[src/rtl/cg_pkg.sv]
// cg_pkg: constants, sub-block running-disparity rule and the RD-/RD+ valid
//    code-group tables for the 8B/10B lane checker.
// Latency: n/a (package). Backpressure: n/a.
// Bit order of a code group: bit 9 = a ... bit 0 = j (abcdei fghj).
package cg_pkg;

   localparam int CG_W = 10;

   localparam logic [CG_W-1:0] K28_5_RDN = 10'b0011111010;
   localparam logic [CG_W-1:0] K28_5_RDP = 10'b1100000101;

   // Comma pattern is the first seven bits (abcdeif) of either K28.5 column.
   localparam logic [6:0] COMMA_RDN = K28_5_RDN[9:3];
   localparam logic [6:0] COMMA_RDP = K28_5_RDP[9:3];

   // 5b/6b sub-block codes (abcdei), RD- column, indexed by EDCBA.
   // The RD+ column is the complement for unbalanced codes and for D.7.
   localparam logic [5:0] T6_RDN [32] = '{
      6'b100111, 6'b011101, 6'b101101, 6'b110001, 6'b110101, 6'b101001, 6'b011001, 6'b111000,
      6'b111001, 6'b100101, 6'b010101, 6'b110100, 6'b001101, 6'b101100, 6'b011100, 6'b010111,
      6'b011011, 6'b100011, 6'b010011, 6'b110010, 6'b001011, 6'b101010, 6'b011010, 6'b111010,
      6'b110011, 6'b100110, 6'b010110, 6'b110110, 6'b001110, 6'b101110, 6'b011110, 6'b101011
   };

   // 3b/4b sub-block codes (fghj), RD- column, indexed by HGF (index 7 = P7).
   localparam logic [3:0] T4_RDN [8] = '{
      4'b1011, 4'b1001, 4'b0101, 4'b1100, 4'b1101, 4'b1010, 4'b0110, 4'b1110
   };

   // The 12 special code groups, RD- column; RD+ column is the full complement.
   localparam logic [CG_W-1:0] K_RDN [12] = '{
      10'b0011110100, 10'b0011111001, 10'b0011110101, 10'b0011110011,
      10'b0011110010, K28_5_RDN,      10'b0011110110, 10'b0011111000,
      10'b1110101000, 10'b1101101000, 10'b1011101000, 10'b0111101000
   };

   // Running disparity at the end of one sub-block. For the 4b case only
   // sb[3:0] is looked at.
   function automatic logic sub_rd(input logic [5:0] sb, input logic is_6b,
                                   input logic rd_in);
      int   ones;
      logic res;
      res = rd_in;
      if (is_6b) begin
         ones = $countones(sb);
         if (ones > 3 || sb == 6'b000111)      res = 1'b1;
         else if (ones < 3 || sb == 6'b111000) res = 1'b0;
      end else begin
         ones = $countones(sb[3:0]);
         if (ones > 2 || sb[3:0] == 4'b0011)      res = 1'b1;
         else if (ones < 2 || sb[3:0] == 4'b1100) res = 1'b0;
      end
      return res;
   endfunction

   // Encodes one data octet for the given entering RD.
   function automatic logic [CG_W-1:0] enc_d(input logic [7:0] octet, input logic rd_in);
      logic [4:0] x;
      logic [2:0] y;
      logic [5:0] s6;
      logic [3:0] s4;
      logic       rd_mid;
      logic       use_a7;
      x  = octet[4:0];
      y  = octet[7:5];
      s6 = T6_RDN[x];
      if (rd_in && ($countones(s6) != 3 || s6 == 6'b111000)) s6 = ~s6;
      rd_mid = sub_rd(s6, 1'b1, rd_in);
      // Alternate x.7 encoding avoids a run of five equal bits across the boundary.
      use_a7 = (y == 3'd7) &&
               ((!rd_mid && (x == 5'd17 || x == 5'd18 || x == 5'd20)) ||
                ( rd_mid && (x == 5'd11 || x == 5'd13 || x == 5'd14)));
      s4 = use_a7 ? 4'b0111 : T4_RDN[y];
      if (rd_mid && ($countones(s4) != 2 || s4 == 4'b1100)) s4 = ~s4;
      return {s6, s4};
   endfunction

   function automatic logic [1023:0] build_valid(input logic rd_in);
      logic [1023:0]   tbl;
      logic [CG_W-1:0] cw;
      tbl = '0;
      for (int i = 0; i < 256; i++) begin
         cw = enc_d(8'(i), rd_in);
         tbl[cw] = 1'b1;
      end
      for (int k = 0; k < 12; k++) begin
         cw = rd_in ? ~K_RDN[k] : K_RDN[k];
         tbl[cw] = 1'b1;
      end
      return tbl;
   endfunction

   // One bit per 10-bit value: set when the value is a legal code group.
   localparam logic [1023:0] VALID_RDN = build_valid(1'b0);
   localparam logic [1023:0] VALID_RDP = build_valid(1'b1);

endpackage

[src/rtl/cg_lane_checker_lane.sv]
// cg_lane_check: one lane of the code-group checker (table lookup, RD register,
//    comma detect, saturating error counter). Latency 1 cycle; no backpressure.
// Ports: clk, reset (sync, high), valid, code_group[9:0], clr_cnt -> cg, invalid,
//    comma, rd, err_cnt. Counter is built only when CG_ERR_CNT_EN is defined.
module cg_lane_check import cg_pkg::*; #(
   parameter int CNT_W = 8
) (
   input  logic             clk,
   input  logic             reset,
   input  logic             valid,
   input  logic [CG_W-1:0]  code_group,
   input  logic             clr_cnt,
   output logic [CG_W-1:0]  cg,
   output logic             invalid,
   output logic             comma,
   output logic             rd,
   output logic [CNT_W-1:0] err_cnt
);

   logic in_table;
   logic comma_now;
   logic rd_mid;
   logic rd_next;

   // rd is the registered RD after the previous group, i.e. the RD this group
   // is checked against. RD advances even for groups not in the table.
   always_comb begin
      in_table  = rd ? VALID_RDP[code_group] : VALID_RDN[code_group];
      comma_now = (code_group[9:3] == COMMA_RDN) || (code_group[9:3] == COMMA_RDP);
      rd_mid    = sub_rd(code_group[9:4], 1'b1, rd);
      rd_next   = sub_rd({2'b00, code_group[3:0]}, 1'b0, rd_mid);
   end

   // cg and rd hold through idle cycles; the per-group flags read as 0.
   always_ff @(posedge clk) begin
      if (reset) begin
         cg      <= '0;
         invalid <= 1'b0;
         comma   <= 1'b0;
         rd      <= 1'b0;
      end else if (valid) begin
         cg      <= code_group;
         invalid <= ~in_table;
         comma   <= comma_now;
         rd      <= rd_next;
      end else begin
         invalid <= 1'b0;
         comma   <= 1'b0;
      end
   end

`ifdef CG_ERR_CNT_EN
   // Clear wins over a coincident error; the count sticks at all-ones.
   always_ff @(posedge clk) begin
      if (reset) begin
         err_cnt <= '0;
      end else if (clr_cnt) begin
         err_cnt <= '0;
      end else if (valid && !in_table && err_cnt != {CNT_W{1'b1}}) begin
         err_cnt <= err_cnt + 1'b1;
      end
   end
`else
   logic unused_clr;
   assign unused_clr = clr_cnt;
   assign err_cnt    = '0;
`endif

endmodule

[config.mk]
export PLATFORM = sky130hd
export DESIGN_NAME = cg_lane_check
export DESIGN_NICKNAME = d
export VERILOG_FILES = /design/src/rtl/cg_pkg.sv /design/src/rtl/cg_lane_checker_lane.sv
export SDC_FILE = /design/constraint.sdc
export NUM_CORES = 1
export LEC_CHECK = 0
export ABC_AREA = 1
export BUFFER_PORTS_ARGS = -buffer_cell sky130_fd_sc_hd__clkbuf_2
export CORE_AREA = 2 2 64 66
export CTS_CLUSTER_SIZE = 12
export DETAILED_ROUTE_END_ITERATION = 8
export DIE_AREA = 0 0 66 68
export GPL_TIMING_DRIVEN = 0
export PLACE_DENSITY = 0.66
export SLEW_MARGIN = 20
export SYNTH_ARGS = -nofsm -noshare
export SYNTH_HDL_FRONTEND = slang
export SYNTH_SLANG_ARGS = --single-unit
[constraint.sdc]
create_clock -name clk -period 3.3 [get_ports clk]
set_input_delay 0.33 -clock clk [delete_from_list [all_inputs] [get_ports clk]]
set_output_delay 0.33 -clock clk [all_outputs]
set_load 0.02 [all_outputs]
== Yosys cells after proc, flatten, opt, wreduce, memory -nomap -nowiden ==
Memory sizes are Yosys's and may differ from the RTL's.
Index checks and enable logic that the tools add are counted.
Operators by class
  add/sub/neg operators: 8
  $lt $le $gt $ge: 5
  equality and inequality tests: 6
  multiplexer cells: 7
  bitwise gates (word level): 2
  reductions and logical operators: 8
Operators by type and width (count)
  adder 32 x 2 -> 32 bit: 1
  > comparator 32 x 3 -> 1 bit (second input constant): 1
  < comparator 32 x 3 -> 1 bit (second input constant): 1
  < comparator 10 x 11 -> 1 bit (second input constant): 1
  adder 1 x 1 -> 2 bit: 5
  == test 7 x 5 -> 1 bit (second input constant): 1
  == test 7 bit (second input constant): 1
  2-to-1 mux 1 bit: 7
  adder 2 x 2 -> 3 bit: 2
  == test 6 x 3 -> 1 bit (second input constant): 1
  == test 6 bit (second input constant): 1
  logical OR 1 bit: 5
  == test 4 x 2 -> 1 bit (second input constant): 1
  == test 4 bit (second input constant): 1
  nonzero test 4 bit: 1
  > comparator 3 x 2 -> 1 bit (second input constant): 1
  < comparator 3 x 2 -> 1 bit (second input constant): 1
  inverter 1 bit: 2
  AND reduction 2 bit: 1
  OR reduction 2 bit: 1
Storage, ports and cells
  register bits after elaboration: 13
  memory bits (read-only): 2048
  output and inout port bits: 21
  word-level logic and storage cells: 42
  memories kept: 2
Memory list
  (name not given): depth 1024, width 1, rd ports 1, clocked after memory_dff 0, wr ports 0, line cg_lane_checker_lane.sv:28  | in_table = rd ? VALID_RDP[code_group] : VALID_RDN[code_group];
  (name not given): depth 1024, width 1, rd ports 1, clocked after memory_dff 0, wr ports 0, line cg_lane_checker_lane.sv:28

== Longest topological paths before layout ==
  word-level depth: 9
  mapped depth: 16
  mapped depth without buffers: 16

== Least setup slack after synthesis ==
No wires, ideal clock.
  kind: in2reg
  start: input code_group[4]
  end: register rd
  data arrival time: 2482 ps
  slack: 748 ps
  cell stages on the path: 12
  buffers on the path: 0
  cells stage by stage: fa_1 > inv_1 > fa_1 > inv_1 > ha_1 > fa_1 > o2111ai_1 > o21ai_0 > nand2_1 > o21ai_0 > nand2_1 > a21oi_1
On the way
  longest elaborated chain between the ends: 8
  elaborated cells on any way between the ends: 14
RTL lines
  from (decl): line cg_lane_checker_lane.sv:11  | input logic [CG_W-1:0] code_group,
  adder 1 x 1 -> 2 bit
  adder 2 x 2 -> 3 bit
  adder 32 x 2 -> 32 bit (implied by the code): line cg_pkg.sv:45  | ones = $countones(sb);
  > comparator 32 x 3 -> 1 bit: line cg_pkg.sv:46  | if (ones > 3 || sb == 6'b000111) res = 1'b1;
  logical OR 1 bit: line cg_pkg.sv:46
  2-to-1 mux 1 bit: line cg_pkg.sv:46
  2-to-1 mux 1 bit: line cg_pkg.sv:51  | else if (ones < 2 || sb[3:0] == 4'b1100) res = 1'b0;
  2-to-1 mux 1 bit: line cg_pkg.sv:50  | if (ones > 2 || sb[3:0] == 4'b0011) res = 1'b1;
  to (signal assigned): line cg_lane_checker_lane.sv:45  | rd <= rd_next;
  to (decl): line cg_lane_checker_lane.sv:16  | output logic rd,
Parallel ways exist; a longest one is shown, timed or not.
A chain may end at the register's enable or synchronous reset.

== Worst setup path in the final report ==
Same ends and word-level chain as after synthesis.

==> metrics.cfg <==
[power_and_ir_drop]
power_density_mw_per_mm2=332.2
seqPwrFrac=0.345
p_sw_frac=0.3649
p_clk_frac=0.277
p_sw_mw=0.1864
ir_drop_mv=0.1029
p_leak_nw=0.7917
p_int_mw=0.3244
p_comb_frac=0.379

[detailed_routing]
drc=0
vias_per_cell=4.853
wl_per_cell_um=11.25
dr.pass1.iters=4
wl_mm=3.061
detail-route-antenna-nets=0
vias=1320
drt_iter0_drc=72

[critical_path]
cp_max_fo=7
crit_type=input pin to register
worst_ep_required_time_ps=3480
worstSetupStartpointType=input pin
worstSetupEndpointType=register
arrival_ps=2860
r2r_slack_ps=2120

[synth]
synth_flop_cell=dfxtp_1
yosysUniqueCellTypes=30
yosysSeqAreaShare=0.2035
postSynth.asyncResetShare=0
synth-seq-cells=13
synth_area_leaders=dfxtp_1 (20%), nand2_1 (11%), nand3_1 (9.4%), ha_1 (7.8%), fa_1 (6.3%)
synthTopCellsByCount=nand2_1 (36), nand3_1 (24), nor2_1 (19)
netlist_area_mm2=0.001279
synth_top_area_cell=dfxtp_1
synth_top_area_share=0.2035
synthMostInstantiatedCell=nand2_1
synth_edf_count=0
yosys_warnings=0
synth.avg_cell_area_um2=6.875
syn_inst=186

[clock_tree]
cts_resized=0
clk_latency_ps=250
cts_setup_buffers=0
hold_buffers=0
cts_root_buf=clkbuf_8
cts_tree=yes
cts.sinks=13
cts_buffers=3
clk_pin_slew_ps=50
clock_path_buffers=2
htree_levels=1

[final_layout]
fin_area_mm2=0.001538
fin_nets=249
final_layout_size_suffix_gt1_frac=0.2477
area_delta_synth_final_pct=20.25
final_cells=272
diodes=0

[timing]
maxSlewHeadroom=0.6439
finClkSkew_ps=0.8606
fin_crit_sh=0.8118
setup_tns_ps=0
hold_viol_final=0
period_needed_ps=2679
worst_slew_pin_slew_ps=528.5
max_freq_ghz=0.3733
slew_violations=0
rsz0062_at_grt=false
finalSetupViolCount=0
final.setup.worst_slack_ps=621.2

[global_route]
grt_pass1_vias=1248
grt_use_total=0.1514
grt-ovfl-total=0
grt_max_degree=11
grt_pass1_wl_mm=5.257
antenna_found_initial=0

[die]
dieWidth_um=66
initial_utilization=0.3316
die-area_mm2=0.004488
die-height_um=68
row_count=23
coreArea_mm2=0.003856
ios=35

[job]
maxCapViolCount=0

[placement]
io_buffers=25
dpl-instance-area_mm2=0.001493
preCtsSetupSlack_ps=366.5
gp_congestion=0.8264
dp.cells=268
hpwl_mm=2.546

[min_path]
hp-class=input pin to register

[status]
status=finished clean

[cells in the final DEF, fill, tap and decap left out, drive strengths merged, types with 3 or more instances in the layout]
cell type	instances
nand4	3
a21oi	7
fa	4
nand3	29
o2111ai	3
clkbuf	32
inv	22
buf	9
nor2	19
a211oi	10
ha	8
conb	8
nand2	42
o21ai	6
dfxtp	13
[stage by stage]
step	hold WS [ps]	utilization	power [mW]
6_report	281.8	0.3988	0.5108
4_1_cts	278.3	0.3988	0.5169
2_1_floorplan	408.5	-	0.3185
5_1_grt	282.8	0.3988	0.5537
3_3_place_gp	470.0	0.3871	0.3701
3_5_place_dp	474.3	0.3871	0.3727
[final timing paths]
path,from,end,depth (start not counted)
setup reg to reg,rd$_SDFFE_PP0P_,rd$_SDFFE_PP0P_,6
hold reg to reg,cg[7]$_SDFFE_PP0P_,cg[7]$_SDFFE_PP0P_,2
hold / removal,reset,cg[9]$_SDFFE_PP0P_,2
setup / recovery,code_group[4],rd$_SDFFE_PP0P_,13
[layout make-up]
| cell class | instances | area, um^2 |
|---|---|---|
| Buffer | 12 | 76.32 |
| Clock buffer | 4 | 45.04 |
| Fill cell | 431 | 2318 |
| Inverter | 24 | 103.9 |
| Multi-Input combinational cell | 144 | 864.6 |
| Sequential cell | 13 | 260.3 |
| Tap cell | 50 | 62.56 |
| Timing Repair Buffer | 25 | 125.1 |
[power by group through the flow]
stage	Clock, mW	Combinational, mW	Sequential [mW]
floorplan	0	0.127	0.191
global placement	0	0.191	0.179
detailed placement	0	0.193	0.179
CTS	0.146	0.194	0.176
global route	0.153	0.223	0.177
finish	0.141	0.193	0.176
[registers in the layout, indices dropped and copies added, names as in the netlist]
signal and count:
rd 1, invalid 1, cg 10, comma 1
[critical path, cell delays in order]
cell       delay [ps]
clkbuf_2          150
fa_1              560
inv_1              50
fa_1              470
inv_1              40
ha_1              180
fa_1              480
o2111ai_1          90
o21ai_0           140
nand2_1            70
o21ai_0            80
nand2_1            90
a21oi_1           120
[layer usage]
| layer | vias to the layer above | GRT usage | routed length [um] |
|---|---|---|---|
| met2 | 46 | 0.2639 | 1433 |
| met1 | 593 | 0.1865 | 1354 |
| met5 | - | 0 | 0 |
| met4 | 0 | 0.08929 | 76 |
| li1 | 676 | - | - |
| met3 | 5 | 0.006579 | 196 |
[kinds of logic after synthesis]
family / Yosys count / synth area share
buffers and inverters: 36 / 0.1409
DFF: 13 / 0.2035
other: 1 / 0.002933
adders and majority gates: 12 / 0.1409
AOI/OAI and AO/OA: 28 / 0.1468
and+or+nand+nor: 96 / 0.3650
(Power assumes the default switching activity.)
